$ cat src/rtl/div_ctrl.sv
// div_ctrl: sequencer for the iterative restoring divider feeding HI/LO.
//
// A DIV/DIVU in the execute stage is captured when startE is seen in IDLE. The
// divider then runs one restoring step per cycle for WIDTH cycles. It then
// presents the remainder on HI and the quotient on LO for a single DONE cycle.
// The pipeline stall request is held for the start cycle and every BUSY cycle.
//
// Ports
//   clk, resetn        rising-edge clock, asynchronous active-low reset
//   startE             divide present in E (level); sampled only in IDLE
//   signedE            1 = DIV (signed), 0 = DIVU; sampled with startE
//   opaE, opbE         dividend / divisor; sampled with startE
//   cancel             flush/exception; aborts any operation, highest priority
//   stall_div          stall request to the hazard unit (combinational)
//   busy               high while the iteration is running
//   done               one-cycle pulse when hi_o/lo_o are valid
//   hi_o, lo_o         remainder / quotient, meaningful only while done = 1
//   hilo_we_o          2'b11 while done = 1, else 2'b00
module div_ctrl #(
  parameter int unsigned WIDTH = 32
) (
  input  logic             clk,
  input  logic             resetn,
  input  logic             startE,
  input  logic             signedE,
  input  logic [WIDTH-1:0] opaE,
  input  logic [WIDTH-1:0] opbE,
  input  logic             cancel,
  output logic             stall_div,
  output logic             busy,
  output logic             done,
  output logic [WIDTH-1:0] hi_o,
  output logic [WIDTH-1:0] lo_o,
  output logic [1:0]       hilo_we_o
);

  localparam int unsigned   CW   = (WIDTH > 1) ? $clog2(WIDTH) : 1;
  localparam logic [CW-1:0] LAST = CW'(WIDTH - 1);

  typedef enum logic [1:0] {
    IDLE = 2'd0,
    BUSY = 2'd1,
    DONE = 2'd2
  } state_e;

  state_e           state_q, state_d;
  logic [CW-1:0]    cnt_q, cnt_d;
  logic [WIDTH:0]   rem_q, rem_d;      // partial remainder, one guard bit
  logic [WIDTH-1:0] quo_q, quo_d;      // dividend magnitude shifting into quotient
  logic [WIDTH-1:0] dvs_q, dvs_d;      // divisor magnitude
  logic             neg_quo_q, neg_quo_d;
  logic             neg_rem_q, neg_rem_d;
  logic [WIDTH-1:0] hi_q, hi_d;
  logic [WIDTH-1:0] lo_q, lo_d;
  logic             done_q, done_d;

  logic [WIDTH-1:0] abs_a, abs_b;
  logic [WIDTH:0]   rem_sh, rem_sub, rem_step;
  logic [WIDTH-1:0] quo_step;
  logic             take;
  logic [WIDTH-1:0] fin_quo, fin_rem;

  // Operand magnitudes and one restoring step.
  always_comb begin
    abs_a    = (signedE && opaE[WIDTH-1]) ? -opaE : opaE;
    abs_b    = (signedE && opbE[WIDTH-1]) ? -opbE : opbE;
    rem_sh   = {rem_q[WIDTH-1:0], quo_q[WIDTH-1]};
    rem_sub  = rem_sh - {1'b0, dvs_q};
    take     = (rem_sh >= {1'b0, dvs_q});
    rem_step = take ? rem_sub : rem_sh;
    quo_step = {quo_q[WIDTH-2:0], take};
    // Sign fix is applied to the final step's result so HI/LO land together
    // with the BUSY->DONE transition.
    fin_quo  = neg_quo_q ? -quo_step : quo_step;
    fin_rem  = neg_rem_q ? -rem_step[WIDTH-1:0] : rem_step[WIDTH-1:0];
  end

  always_comb begin
    state_d   = state_q;
    cnt_d     = cnt_q;
    rem_d     = rem_q;
    quo_d     = quo_q;
    dvs_d     = dvs_q;
    neg_quo_d = neg_quo_q;
    neg_rem_d = neg_rem_q;
    hi_d      = hi_q;
    lo_d      = lo_q;
    done_d    = 1'b0;

    if (cancel) begin
      state_d = IDLE;
    end else begin
      unique case (state_q)
        IDLE: begin
          if (startE) begin
            state_d   = BUSY;
            cnt_d     = '0;
            rem_d     = '0;
            quo_d     = abs_a;
            dvs_d     = abs_b;
            neg_quo_d = signedE & (opaE[WIDTH-1] ^ opbE[WIDTH-1]);
            neg_rem_d = signedE & opaE[WIDTH-1];
          end
        end
        BUSY: begin
          rem_d = rem_step;
          quo_d = quo_step;
          cnt_d = cnt_q + 1'b1;
          if (cnt_q == LAST) begin
            state_d = DONE;
            hi_d    = fin_rem;
            lo_d    = fin_quo;
            done_d  = 1'b1;
          end
        end
        DONE: begin
          state_d = IDLE;
        end
        default: begin
          state_d = IDLE;
        end
      endcase
    end
  end

  always_ff @(posedge clk or negedge resetn) begin
    if (!resetn) begin
      state_q   <= IDLE;
      cnt_q     <= '0;
      rem_q     <= '0;
      quo_q     <= '0;
      dvs_q     <= '0;
      neg_quo_q <= 1'b0;
      neg_rem_q <= 1'b0;
      hi_q      <= '0;
      lo_q      <= '0;
      done_q    <= 1'b0;
    end else begin
      state_q   <= state_d;
      cnt_q     <= cnt_d;
      rem_q     <= rem_d;
      quo_q     <= quo_d;
      dvs_q     <= dvs_d;
      neg_quo_q <= neg_quo_d;
      neg_rem_q <= neg_rem_d;
      hi_q      <= hi_d;
      lo_q      <= lo_d;
      done_q    <= done_d;
    end
  end

  // A flush landing on the DONE cycle squashes the HI/LO write, so the
  // registered pulse is qualified with cancel. resetn also masks the stall so
  // that every output is low while reset is held.
  assign busy      = (state_q == BUSY);
  assign stall_div = resetn & ~cancel & (((state_q == IDLE) & startE) | (state_q == BUSY));
  assign done      = done_q & ~cancel;
  assign hilo_we_o = {2{done}};
  assign hi_o      = hi_q;
  assign lo_o      = lo_q;

endmodule

$ cat config.mk
export PLATFORM = sky130hd
export DESIGN_NAME = div_ctrl
export DESIGN_NICKNAME = d
export VERILOG_FILES = /design/src/rtl/div_ctrl.sv
export SDC_FILE = /design/constraint.sdc
export NUM_CORES = 1
export LEC_CHECK = 0
export CORE_MARGIN = 3
export CORE_UTILIZATION = 42
export CTS_BUF_LIST = sky130_fd_sc_hd__clkbuf_4 sky130_fd_sc_hd__clkbuf_8
export DETAILED_ROUTE_END_ITERATION = 8
export PLACE_DENSITY = 0.71
export SYNTH_ARGS = -nofsm -noshare
export SYNTH_HDL_FRONTEND = slang
export SYNTH_SLANG_ARGS = --single-unit
export TNS_END_PERCENT = 100
$ cat constraint.sdc
create_clock -name clk -period 11.9 [get_ports clk]
set_clock_uncertainty 0.15 [all_clocks]
set_input_delay 1.785 -clock clk [delete_from_list [all_inputs] [get_ports clk]]
set_output_delay 1.785 -clock clk [all_outputs]
set_load 0.005 [all_outputs]
==> out/metrics.cfg <==
[status]
status = complete, no violations

[sta]
setup_viol = 0
fin_crit_sh = 0.553
rsz0062_at_grt = false
finalSetupTns_ns = 0
final_max_slew_viol_count = 0
max_freq_ghz = 0.152
finalHoldViolCount = 0
finalCriticalPeriod_ns = 6.58
setup_ws_ns = 5.32
slew_headroom = 0.183
worst_pin_slew_ns = 1.23

[power_and_ir_drop]
vdd_drop_max_mv = 0.0713
power_mw = 1.66
power.leakage_nw = 5.83
p_per_area_mw_per_mm2 = 120

[global_routing]
grt_max_degree = 97
grt_pass1_vias = 10700
grt.overflow.total = 0
grt_usage = 0.235
grt_pass1_wl_mm = 57.9
antenna_found_initial = 1

[synth]
synth_top_area_frac = 0.361
yosys_warnings = 0
synth_edf_count = 0
synth_cell_types = 76
synth_area_mm2 = 0.0118
synth_flop_cell = dfrtp_1
synth_nets = 1583
yosysSeqAreaShare = 0.361
syn_area_per_cell_um2 = 7.98
synth_area_leaders = dfrtp_1, nand2_1, o21ai_0
synth_area_leader_cell = dfrtp_1
synth_seq_cells = 170
synth.most_common_cell = nand2_1
synth-async-reset-ratio = 1.00
synth.cells.most_frequent = nand2_1, dfrtp_1, o21ai_0
synth_cells = 1475

[placement]
placed_cell_area_mm2 = 0.0134
hpwl_mm = 27.0
preCtsSetupSlack_ns = 5.42
portBuffers = 137
post-place-cells = 1918
gp_congestion = 0.969

[worst_setup_path]
critPathKind = reg2reg
cp_max_fo = 40
start_kind = flip-flop
crit_required_ns = 12.07
arrival_ns = 6.75
reg2reg_slack_ns = 5.32
worstSetupEndpointType = flip-flop

[layout]
layout.area.seq_mm2 = 0.00425
instances_no_fill = 1950
multi_input_area_mm2 = 0.00700
stdcell_area_mm2 = 0.0138
fill_cells = 2661
syn_to_final_growth_pct = 17.3
nNetsFinal = 1673
insertedDiodeCount = 0
drive_gt1_frac = 0.0437

[clock_network]
ctsHoldBuffers = 0
cts_sinks = 170
path_clk_slew_ns = 0.10
cts_buffers = 17
htreeDepth = 4
cts_tree = yes
postCtsSetupBuffers = 0
insertion_delay_ns = 0.47
cts_max_path_buffers = 2
cts_resized = 0
root_buffer = clkbuf_8

[detailed_routing]
drc = 0
firstDrtPassIters = 6
num_vias = 11200
ant_nets = 0
vias_per_cell = 5.77
drtIter0Drc = 1058
routed_wl_mm = 35.8
wl_per_cell_um = 18.3

[floorplanning]
fp.dieH_um = 173
rows = 60
die_w_um = 173
ios = 138
start_util = 0.432
die_area_mm2 = 0.0301
core_mm2 = 0.0273

[job]
drv_cap = 0

[worst_hold_path]
hold_path.class = reg2reg

==> final timing paths <==
kind | start | end | cells past startpoint
min in group asynchronous | resetn | lo_o[22] | 1
setup / recovery | rem_q[11] | lo_o[28] | 17
hold / removal | hi_o[19] | hi_o[19] | 2
max in group asynchronous | resetn | rem_q[20] | 2
hold reg to reg | hi_o[19] | hi_o[19] | 2
setup reg to reg | rem_q[11] | lo_o[28] | 17
==> metal layers <==
metal  vias to the layer above  routed length [um]  global-route usage
met5                         -                  16                   0
li1                       5441                   -                   -
met3                        56                2610              0.0434
met4                         2                 726              0.0682
met2                       411               15400               0.351
met1                      5339               17000               0.348
==> report_power, final <==
part           total (mW)  internal (mW)  switching [mW]  leakage [nW]
logic               0.546          0.202           0.344          3.41
clock network       0.429          0.183           0.246         0.198
registers           0.687          0.630          0.0576          2.23
total                1.66           1.01           0.647          5.83
==> area by class of cell <==
cell class	instances	share of cell area
tap	372	0.0337
clock inverter	12	0.00988
sequential	170	0.308
multi-input combinational	1166	0.507
clock buffer	20	0.0190
inverter	62	0.0169
timing repair buffer	148	0.105
==> critical path: stages (launching register included) <==
cell and delay (ns):
dfrtp_1 0.47, ha_1 0.42, a21oi_1 0.32, o21ai_1 0.20
a22o_1 0.35, o311ai_2 0.73, nand2_1 0.18, inv_2 0.61
ha_1 0.30, nand2b_1 0.11, or3_4 0.39, or3_4 0.39
or4_1 0.46, or4_4 0.47, or4_4 0.46, o21ai_1 0.16
xor2_1 0.18, o21ai_1 0.08
==> logic make-up (layout without fill, tap and decap cells) <==
family          count (synthesis)  in the layout  share of synthesized area
compound gates                457            457                      0.231
xor+xnor                      124            124                     0.0922
fa+ha+maj                      39             39                     0.0421
buf+inv                       139            242                     0.0460
flops                         170            170                      0.361
mux                            21             21                     0.0183
simple gates                  525            525                      0.209
==> registers in the layout, summed over array words and instances (netlist names) <==
name and count:
hi_o 32, quo_q 32, state_q 2, dvs_q 32, rem_q 32, neg_quo_q 1, neg_rem_q 1, lo_o 32
cnt_q 5, done_q 1
==> placed cells by master, fill, tap and decap left out, drive strengths merged, types with 5 or more instances in the layout <==
cell	count
nor3	36
a211oi	7
xnor2	58
or3	30
nand2	208
a31oi	20
a22o	8
nand2b	8
o21ai	187
a22oi	5
inv	64
clkinv	7
a21oi	128
o41ai	7
or4	17
nand4	15
mux2i	17
clkdlybuf4s50	136
clkbuf	20
a21o	11
dfrtp	170
nor2	124
buf	12
ha	38
o31a	8
xor2	66
a211o	5
nand3	26
and3	12
and2	8
nor4	17
o31ai	25
o21a	6
==> through the flow <==
| step | utilization | hold WS, ns |
|---|---|---|
| 2_1_floorplan | - | 0.320 |
| 3_3_place_gp | 0.492 | 0.313 |
| 3_5_place_dp | 0.492 | 0.320 |
| 4_1_cts | 0.507 | 0.342 |
| 5_1_grt | 0.507 | 0.365 |
| 6_report | 0.507 | 0.335 |
No activity file was read; power rests on OpenSTA's default activity.
